==> src/rtl/dma_tester_pkg.sv <==
// Shared definitions for the DMA stream testers: FSM encoding, lane count and
// the tkeep mask used on the final beat of a frame.
package dma_tester_pkg;

  typedef enum logic [1:0] {
    S_IDLE = 2'd0,
    S_SEND = 2'd1,
    S_GAP  = 2'd2,
    S_DONE = 2'd3
  } tester_state_t;

  localparam int DW_DEFAULT = 32;
  localparam int BYTES      = DW_DEFAULT / 8;
  localparam int MAX_BYTES  = 16;

  // Remainder of the frame length in lanes; zero means the last beat is full.
  function automatic logic [MAX_BYTES-1:0] keep_mask(input int unsigned rem,
                                                     input int unsigned nbytes);
    logic [MAX_BYTES-1:0] m;
    m = '0;
    for (int unsigned i = 0; i < MAX_BYTES; i++) begin
      if (rem == 0) m[i] = (i < nbytes);
      else          m[i] = (i < rem);
    end
    return m;
  endfunction

endpackage

==> src/rtl/dma_pattern_lane_gen.sv <==
// Builds one beat of incrementing bytes starting at base; lanes whose keep bit
// is clear are forced to zero.
module dma_pattern_lane_gen
  import dma_tester_pkg::*;
#(
  parameter int NB = BYTES
) (
  input  logic [7:0]      base,
  input  logic [NB-1:0]   keep,
  output logic [NB*8-1:0] data
);

  for (genvar gi = 0; gi < NB; gi++) begin : g_lane
    assign data[gi*8 +: 8] = keep[gi] ? 8'(base + 8'(gi)) : 8'h00;
  end

endmodule

==> src/rtl/dma_stream_pattern_gen.sv <==
// AXI4-Stream frame source for DMA S2MM bring-up: emits a configurable number
// of incrementing-byte frames with correct tkeep/tlast and busy/done status.
module dma_stream_pattern_gen
  import dma_tester_pkg::*;
#(
  parameter logic [3:0] ID   = 4'h0,
  parameter int          DW   = DW_DEFAULT,
  parameter int          GAP  = 4,
  parameter int          LENW = 16
) (
  input  logic              tester_clk,
  input  logic              tester_resetn,
  input  logic              cfg_start,
  input  logic [LENW-1:0]   cfg_len_bytes,
  input  logic [7:0]        cfg_frames,
  input  logic [7:0]        cfg_seed,
  input  logic              cfg_abort,
  output logic              status_busy,
  output logic              status_done,
  output logic [7:0]        status_frame_cnt,
  output logic              tester_o_tvalid,
  input  logic              tester_o_tready,
  output logic [DW-1:0]     tester_o_tdata,
  output logic [DW/8-1:0]   tester_o_tkeep,
  output logic [3:0]        tester_o_tdest,
  output logic              tester_o_tlast
);

  localparam int NB = DW / 8;
  localparam int GW = (GAP > 1) ? $clog2(GAP) : 1;

  tester_state_t   state_reg, state_next;
  logic [7:0]      frames_reg, seed_reg, base_reg, frame_cnt_reg;
  logic [LENW-1:0] last_idx_reg, beat_idx_reg;
  logic [4:0]      rem_reg;
  logic [GW-1:0]   gap_cnt_reg;
  logic            abort_seen_reg, busy_reg, done_reg;
  logic            tvalid_reg, tlast_reg;
  logic [DW-1:0]   tdata_reg;
  logic [NB-1:0]   tkeep_reg;
  logic [3:0]      tdest_reg;

  logic [LENW:0]   cfg_beats;
  logic [LENW-1:0] cfg_last_idx;
  logic [4:0]      cfg_rem;

  logic            start_run, load_beat, new_frame, frame_end, drop_valid, go_done, run_end;
  logic [7:0]      load_base;
  logic [LENW-1:0] load_idx, last_sel;
  logic [4:0]      rem_sel;
  logic            load_last;
  logic [NB-1:0]   load_keep;
  logic [DW-1:0]   load_data;

  // Widened by one bit so that ceil() of a full-scale length cannot overflow.
  assign cfg_beats    = ({1'b0, cfg_len_bytes} + (LENW+1)'(NB - 1)) / (LENW+1)'(NB);
  assign cfg_last_idx = LENW'(cfg_beats - 1'b1);
  assign cfg_rem      = 5'(cfg_len_bytes % LENW'(NB));
  assign run_end      = ((frame_cnt_reg + 8'd1) == frames_reg);

  always_comb begin
    state_next = state_reg;
    start_run  = 1'b0;
    load_beat  = 1'b0;
    new_frame  = 1'b0;
    frame_end  = 1'b0;
    drop_valid = 1'b0;
    load_base  = base_reg + 8'(NB);
    load_idx   = beat_idx_reg + 1'b1;
    rem_sel    = rem_reg;
    last_sel   = last_idx_reg;
    unique case (state_reg)
      S_IDLE: begin
        if (cfg_start && (cfg_len_bytes != '0) && (cfg_frames != 8'd0)) begin
          state_next = S_SEND;
          start_run  = 1'b1;
          load_beat  = 1'b1;
          load_base  = cfg_seed;
          load_idx   = '0;
          rem_sel    = cfg_rem;
          last_sel   = cfg_last_idx;
        end
      end
      S_SEND: begin
        if (tvalid_reg && tester_o_tready) begin
          if (tlast_reg) begin
            frame_end = 1'b1;
            if (run_end || abort_seen_reg || cfg_abort) begin
              state_next = S_DONE;
              drop_valid = 1'b1;
            end else if (GAP == 0) begin
              new_frame = 1'b1;
              load_beat = 1'b1;
              load_base = seed_reg + 8'd1;
              load_idx  = '0;
            end else begin
              state_next = S_GAP;
              drop_valid = 1'b1;
            end
          end else begin
            load_beat = 1'b1;
          end
        end
      end
      S_GAP: begin
        if (gap_cnt_reg == GW'(GAP - 1)) begin
          if (abort_seen_reg || cfg_abort) begin
            state_next = S_DONE;
          end else begin
            state_next = S_SEND;
            new_frame  = 1'b1;
            load_beat  = 1'b1;
            load_base  = seed_reg + 8'd1;
            load_idx   = '0;
          end
        end
      end
      S_DONE:  state_next = S_IDLE;
      default: state_next = S_IDLE;
    endcase
    load_last = (load_idx == last_sel);
    load_keep = load_last ? NB'(keep_mask(32'(rem_sel), NB)) : '1;
  end

  assign go_done = (state_next == S_DONE) && (state_reg != S_DONE);

  dma_pattern_lane_gen #(.NB(NB)) u_lane_gen (
    .base (load_base),
    .keep (load_keep),
    .data (load_data)
  );

  always_ff @(posedge tester_clk or negedge tester_resetn) begin
    if (!tester_resetn) state_reg <= S_IDLE;
    else                state_reg <= state_next;
  end

  always_ff @(posedge tester_clk or negedge tester_resetn) begin
    if (!tester_resetn) begin
      frames_reg     <= '0;
      seed_reg       <= '0;
      base_reg       <= '0;
      frame_cnt_reg  <= '0;
      last_idx_reg   <= '0;
      beat_idx_reg   <= '0;
      rem_reg        <= '0;
      gap_cnt_reg    <= '0;
      abort_seen_reg <= 1'b0;
      busy_reg       <= 1'b0;
      done_reg       <= 1'b0;
      tvalid_reg     <= 1'b0;
      tlast_reg      <= 1'b0;
      tdata_reg      <= '0;
      tkeep_reg      <= '0;
      tdest_reg      <= '0;
    end else begin
      tdest_reg <= ID;
      done_reg  <= go_done;
      if (start_run)    busy_reg <= 1'b1;
      else if (go_done) busy_reg <= 1'b0;

      if (start_run) begin
        frames_reg    <= cfg_frames;
        seed_reg      <= cfg_seed;
        rem_reg       <= cfg_rem;
        last_idx_reg  <= cfg_last_idx;
        frame_cnt_reg <= '0;
      end else begin
        if (frame_end) frame_cnt_reg <= frame_cnt_reg + 8'd1;
        if (new_frame) seed_reg      <= seed_reg + 8'd1;
      end

      // Abort is remembered so a short pulse still stops after the frame.
      if (start_run)                  abort_seen_reg <= 1'b0;
      else if (busy_reg && cfg_abort) abort_seen_reg <= 1'b1;

      if ((state_next == S_GAP) && (state_reg != S_GAP)) gap_cnt_reg <= '0;
      else if (state_reg == S_GAP)                        gap_cnt_reg <= gap_cnt_reg + 1'b1;

      if (load_beat) begin
        tvalid_reg   <= 1'b1;
        tdata_reg    <= load_data;
        tkeep_reg    <= load_keep;
        tlast_reg    <= load_last;
        base_reg     <= load_base;
        beat_idx_reg <= load_idx;
      end else if (drop_valid) begin
        tvalid_reg <= 1'b0;
        tdata_reg  <= '0;
        tkeep_reg  <= '0;
        tlast_reg  <= 1'b0;
      end
    end
  end

  assign status_busy      = busy_reg;
  assign status_done      = done_reg;
  assign status_frame_cnt = frame_cnt_reg;
  assign tester_o_tvalid  = tvalid_reg;
  assign tester_o_tdata   = tdata_reg;
  assign tester_o_tkeep   = tkeep_reg;
  assign tester_o_tdest   = tdest_reg;
  assign tester_o_tlast   = tlast_reg;

endmodule
==> config.mk <==
export PLATFORM = sky130hd
export DESIGN_NAME = dma_stream_pattern_gen
export DESIGN_NICKNAME = d
export VERILOG_FILES = /design/src/rtl/dma_tester_pkg.sv /design/src/rtl/dma_pattern_lane_gen.sv /design/src/rtl/dma_stream_pattern_gen.sv
export SDC_FILE = /design/constraint.sdc
export NUM_CORES = 1
export LEC_CHECK = 0
export BUFFER_PORTS_ARGS = -buffer_cell sky130_fd_sc_hd__buf_2
export CAP_MARGIN = 20
export CORE_ASPECT_RATIO = 0.7
export CORE_MARGIN = 4
export CORE_UTILIZATION = 50
export DETAILED_ROUTE_END_ITERATION = 10
export HOLD_SLACK_MARGIN = 0.08
export PLACE_DENSITY_LB_ADDON = 0.15
export SYNTH_ARGS = -nofsm -noshare
export SYNTH_HDL_FRONTEND = slang
export SYNTH_SLANG_ARGS = --single-unit
==> constraint.sdc <==
create_clock -name tester_clk -period 2.8 [get_ports tester_clk]
set_clock_uncertainty 0.05 [all_clocks]
set_input_delay 0.42 -clock tester_clk [delete_from_list [all_inputs] [get_ports tester_clk]]
set_output_delay 0.42 -clock tester_clk [all_outputs]
set_load 0.02 [all_outputs]
# Word-level counts from Yosys, hierarchy flattened
# Index checks and enable logic that the tools add are counted.
[classes] n_addsub=10 n_lt_le_gt_ge=4 eq_ne=10 mux=56 reduce_logical=19
[ops] op="2-to-1 mux 8 bit" count=11
[ops] op="2-to-1 mux 16 bit" count=5
[ops] op="2-to-1 mux 32 bit" count=2
[ops] op="one-hot mux 16 bit (2 select lines)" count=1
[ops] op="adder 8 x 1 -> 8 bit (second input constant)" count=3
[ops] op="2-to-1 mux 1 bit" count=22
[ops] op="2-to-1 mux 2 bit" count=9
[ops] op="adder 16 x 2 -> 17 bit (second input constant)" count=1
[ops] op="adder 16 x 1 -> 16 bit (second input constant)" count=1
[ops] op="adder 8 x 2 -> 8 bit (second input constant)" count=2
[ops] op="== test 16 bit" count=1
[ops] op="one-hot mux 8 bit (2 select lines)" count=1
[ops] op="nonzero test 16 bit" count=1
[ops] op="subtractor 15 x 1 -> 16 bit (second input constant)" count=1
[ops] op="2-to-1 mux 4 bit" count=3
[ops] op="nonzero test 2 bit" count=6
[ops] op="== test 2 bit (second input constant)" count=5
[ops] op="less-than comparator 1 x 5 -> 1 bit (first input constant)" count=2
[ops] op="less-than comparator 2 x 5 -> 1 bit (first input constant)" count=2
[ops] op="adder 8 x 3 -> 8 bit (second input constant)" count=1
[ops] op="== test 8 bit" count=1
[ops] op="one-hot mux 2 bit (4 select lines)" count=1
[ops] op="nonzero test 8 bit" count=1
[ops] op="logical AND 1 bit" count=6
[ops] op="7 further kinds" count=10
[word_totals] ff_bits=111 inputBits=37 out_inout_bits=52 word_cells=115

# Longest topological paths before layout
[logic_depth] ltp_word=12 ltp_mapped=13 depth_no_buf=12

# Hierarchy
# A second synthesis with hierarchy kept.
[hier_totals] hier_cells=801 hier_area_um2=6779.0
[modules_own_cells] mod="dma_stream_pattern_gen" instances=1 cells_each=722 area_per_inst_um2=6226.0 seq_area_each_um2=2752.6
[modules_own_cells] mod="dma_pattern_lane_gen" instances=1 cells_each=79 area_per_inst_um2=553.0 seq_area_each_um2=0.0

# Worst setup path after synthesis
# OpenSTA, ideal clock, no wires.
[synth_timing] path_kind="input-to-reg" start="input cfg_len_bytes[0]" end="register tdata_reg[26], in the netlist tester_o_tdata[26]" setup_time_ns=0.140 t_arrival_ns=3.053 required_time_ns=2.610 slack_ns=-0.443 path_stages=12 n_path_buf=0 path_cell_list="or2_2 > nand2_1 > xor2_1 > ha_1 > or3b_2 > nor3b_1 > a32oi_1 > xnor2_1 > o32ai_2 > nand4_2 > o41ai_4 > o21ai_0"
[synth_between] elab_chain_len=10 word_cells_on_any_way=24 classes_between="3 x add/sub; 1 x order compare; 1 x eq/ne; 14 x mux; 5 x reduce/logical"
[synth_lines] element="start, declared" line_no="dma_stream_pattern_gen.sv:14" source="input logic [LENW-1:0] cfg_len_bytes,"
[synth_lines] element="branches (longest 10 deep; another with adder 16 x 2 -> 17 bit)"
[synth_lines] element="end signal, assigned" line_no="dma_stream_pattern_gen.sv:182" source="tdata_reg <= load_data;"
[synth_lines] element="end, declared" line_no="dma_stream_pattern_gen.sv:39" source="logic [DW-1:0] tdata_reg;"
# Several ways; the timed one is not identified.
# A chain may end at the register's enable or synchronous reset.

# Final worst setup path
[layout_timing] start="input cfg_len_bytes[0]" end="register tdata_reg[22], in the netlist tester_o_tdata[22]"
[layout_between] word_cells_on_any_way=24 classes_between="3 x add/sub; 1 x order compare; 1 x eq/ne; 14 x mux; 5 x reduce/logical"
[layout_rtl] element="adder 16 x 2 -> 17 bit" line_no="dma_stream_pattern_gen.sv:56" source="assign cfg_beats = ({1'b0, cfg_len_bytes} + (LENW+1)'(NB - 1)) / (LENW+1)'(NB);"
[layout_rtl] element="subtractor 15 x 1 -> 16 bit" line_no="dma_stream_pattern_gen.sv:57" source="assign cfg_last_idx = LENW'(cfg_beats - 1'b1);"
[layout_rtl] element="net cfg_last_idx[0]" line_no="dma_stream_pattern_gen.sv:44" source="logic [LENW-1:0] cfg_last_idx;"
[layout_rtl] element="2-to-1 mux 16 bit" line_no="dma_stream_pattern_gen.sv:74" source="if (cfg_start && (cfg_len_bytes != '0) && (cfg_frames != 8'd0)) begin"
[layout_rtl] element="2-to-1 mux 16 bit" line_no="dma_stream_pattern_gen.sv:72" source="unique case (state_reg)"
[layout_rtl] element="== test 16 bit" line_no="dma_stream_pattern_gen.sv:121" source="load_last = (load_idx == last_sel);"
[layout_rtl] element="2-to-1 mux 4 bit" line_no="dma_stream_pattern_gen.sv:122" source="load_keep = load_last ? NB'(keep_mask(32'(rem_sel), NB)) : '1;"
[layout_rtl] element="2-to-1 mux 8 bit" line_no="dma_pattern_lane_gen.sv:14" source="assign data[gi*8 +: 8] = keep[gi] ? 8'(base + 8'(gi)) : 8'h00;"
[layout_rtl] element="2-to-1 mux 32 bit" line_no="dma_stream_pattern_gen.sv:180" source="if (load_beat) begin"
# The timed path passes the listed nets, and every way through them passes these cells.

==> metrics.txt <==
first-pass GRT wire length 31800 um; ratio of cells with drive above 1 in the final layout 32.6%; Diodes inserted 0; Routed Antenna Nets 0; VDD IR-drop max 0.000436 V; Fill cells 1003; Mapped Area 6500 um2; Synth warnings 0; Hold Vio Cnt, Final 0; Yosys top cell by area dfrtp_1; post-DP HPWL 14800 um; number of max-cap violations 0; Slew headroom 54.1%; Post-synth EDFFs 0; Power Density 660 nW/um2; max-slew violations 0; number of port buffers 84; crit share post-route 106%; maximum clock insertion buffer count 2; WP data arrival 3.15 ns; Area Growth Syn to Fin 33.5%; Core Rows 34; I/O Pins 89; Final Core Density 69.0%; Via-to-Cell Ratio 5.79; routed vias 6399; First-pass DRT Iterations 6; CP Capture Type flip-flop; top post-synthesis cells by area dfrtp_1 (42%), nand2_1 (7.3%), xnor2_1 (6.7%), o21ai_0 (4.5%), xor2_1 (3.9%); Req. time, crit path 2.98 ns; core area 12600 um2; total die area 14900 um2; Seq. cell area 2750 um2; Fmax achieved 0.337 GHz; flops & latches, synth 110; cells after synthesis 730; Clk pin slew, worst setup/hold paths 0.08 ns; vias in the first global route 6161; RSZ-0062 raised after global routing yes; gr usage total 26.9%; CTS tree done; syn avg cell area 8.91 um2; sequential area share after synthesis 42.3%; CTS sink count 110; status finished, violations left; Root Driver clkbuf_16; Pleak 3.97 nW; die height 103 um; area of the multi-input gates 3700 um2; failing checks negative setup slack; dpl ws -0.539 ns; Yosys cell types 71; Post-route DRC 0; worst-margin pin slew 0.689 ns; CTS buffer count 9; post-layout min period 2.97 ns; commonest cells after routing, fill and taps aside buf_4 (142), nand2_1 (124), dfrtp_1 (110); ys async rst share 100%; antenna violations before repair 0; Yosys top cell area share 42.3%; Worst Setup Start Kind primary input; initial DRC count 629; total grt overflow 0; wire per inst 17.7 um; CTS HTree Levels 3; commonest non-fill, non-tap cell in the layout buf_4; gp weighted congestion 0.905; die width 144 um; max reg flops 32; clock latency on the worst-skew pair 0.35 ns; worst hold path class in -> reg; Starting Density 51.6%; Setup violations, final 27; Worst Slack Setup Final -0.167 ns; fin nets 988; ys flop type dfrtp_1; largest net degree at the start of global routing 54; crit path kind in -> reg; total wire length 19500 um; CP max FO 4
per-layer routing:
layer,vias to the layer above,part of all wire (%),wire length (um),GRT usage [%]
met4,0,0.97,189,4.59
met5,-,0,0,0
met2,287,44,8610,41.0
li1,2985,-,-,-
met3,22,7.1,1400,4.18
met1,3105,48,9350,41.3
cell families (layout without fill, tap and decap cells):
group,after synthesis,in the layout,synth area share [%]
flops,110,110,42.3
other cells,1,4,0.0577
mux,5,5,0.827
compound gates,173,173,17.9
buf+inv,57,268,3.93
fa+ha+maj,12,12,2.31
simple gates,293,293,22.0
xor+xnor,79,79,10.6
final timing paths:
kind / start / cells past startpoint / slack (ns) / end
max in group asynchronous: tester_resetn / 3 / 1.28 / rem_reg[0]$_DFFE_PN0P_
hold / removal: cfg_frames[6] / 3 / 0.24 / frames_reg[6]$_DFFE_PN0P_
setup / recovery: cfg_len_bytes[0] / 17 / -0.17 / tester_o_tdata[22]$_DFFE_PN0P_
hold reg to reg: tester_o_tdata[17]$_DFFE_PN0P_ / 2 / 0.43 / tester_o_tdata[17]$_DFFE_PN0P_
min in group asynchronous: tester_resetn / 2 / 0.60 / status_busy$_DFFE_PN0P_
setup reg to reg: beat_idx_reg[0]$_DFFE_PN0P_ / 12 / -0.14 / tester_o_tdata[22]$_DFFE_PN0P_
critical path, cell delays in order:
cell and delay [ns]:
buf_6 0.09, buf_4 0.13, nor2_2 0.13, xnor2_1 0.15, inv_1 0.07, ha_2 0.19
or3b_4 0.27, nand2b_1 0.17, nor2_1 0.07, a311oi_2 0.23, buf_4 0.16, a31oi_1 0.03
or2_1 0.24, buf_4 0.17, nor4_4 0.33, buf_4 0.21, o31ai_1 0.08
through the flow:
step / hold slack (ns) / power (mW) / std cells / instance area, um2 / setup TNS (ns)
after floorplan: 0.0744 / 3.36 / 733 / 6540 / -4.87
after global placement: 0.409 / 4.15 / 1078 / 8080 / -13.27
after detailed placement: 0.416 / 4.22 / 1078 / 8080 / -15.81
after CTS: 0.223 / 5.71 / 1100 / 8560 / -2.53
after global routing: 0.240 / 6.06 / 1106 / 8680 / -7.35
final: 0.237 / 5.73 / 1106 / 8680 / -3.12
power breakdown:
part	leakage, nW	switching, mW	internal [mW]
clock	0.160	0.626	0.802
sequential	1.37	0.238	1.90
combinational	2.44	1.19	0.974
area by class of cell:
type	count	area share, %
Timing Repair Buffer	235	18.9
Sequential cell	110	31.7
Multi-Input combinational cell	566	42.6
Clock buffer	10	2.64
Clock inverter	6	1.12
Tap cell	162	2.33
Inverter	17	0.735
synthesized netlist by cell type (all sizes together), types with 9 or more instances:
| master | n |
|---|---|
| nand2 | 126 |
| dfrtp | 110 |
| o21ai | 65 |
| nor2 | 59 |
| xnor2 | 50 |
| xor2 | 29 |
| a21oi | 28 |
| nand3 | 27 |
| buf | 21 |
| o31ai | 20 |
| clkbuf | 19 |
| inv | 17 |
| nor4 | 13 |
| or3 | 13 |
| ha | 12 |
| nand4 | 11 |
| nor3 | 9 |
what timing repair did:
item | in CTS | in global routing
gates resized for setup | 29 | 16
setup endpoints to repair | 41 | 31
hold buffers | 1 | 0
hold endpoints to repair | 15 | 0
cloned | 2 | 0
setup buffers | 3 | 6
pin swaps | 19 | 10
No activity file was read; power rests on OpenSTA's default activity.
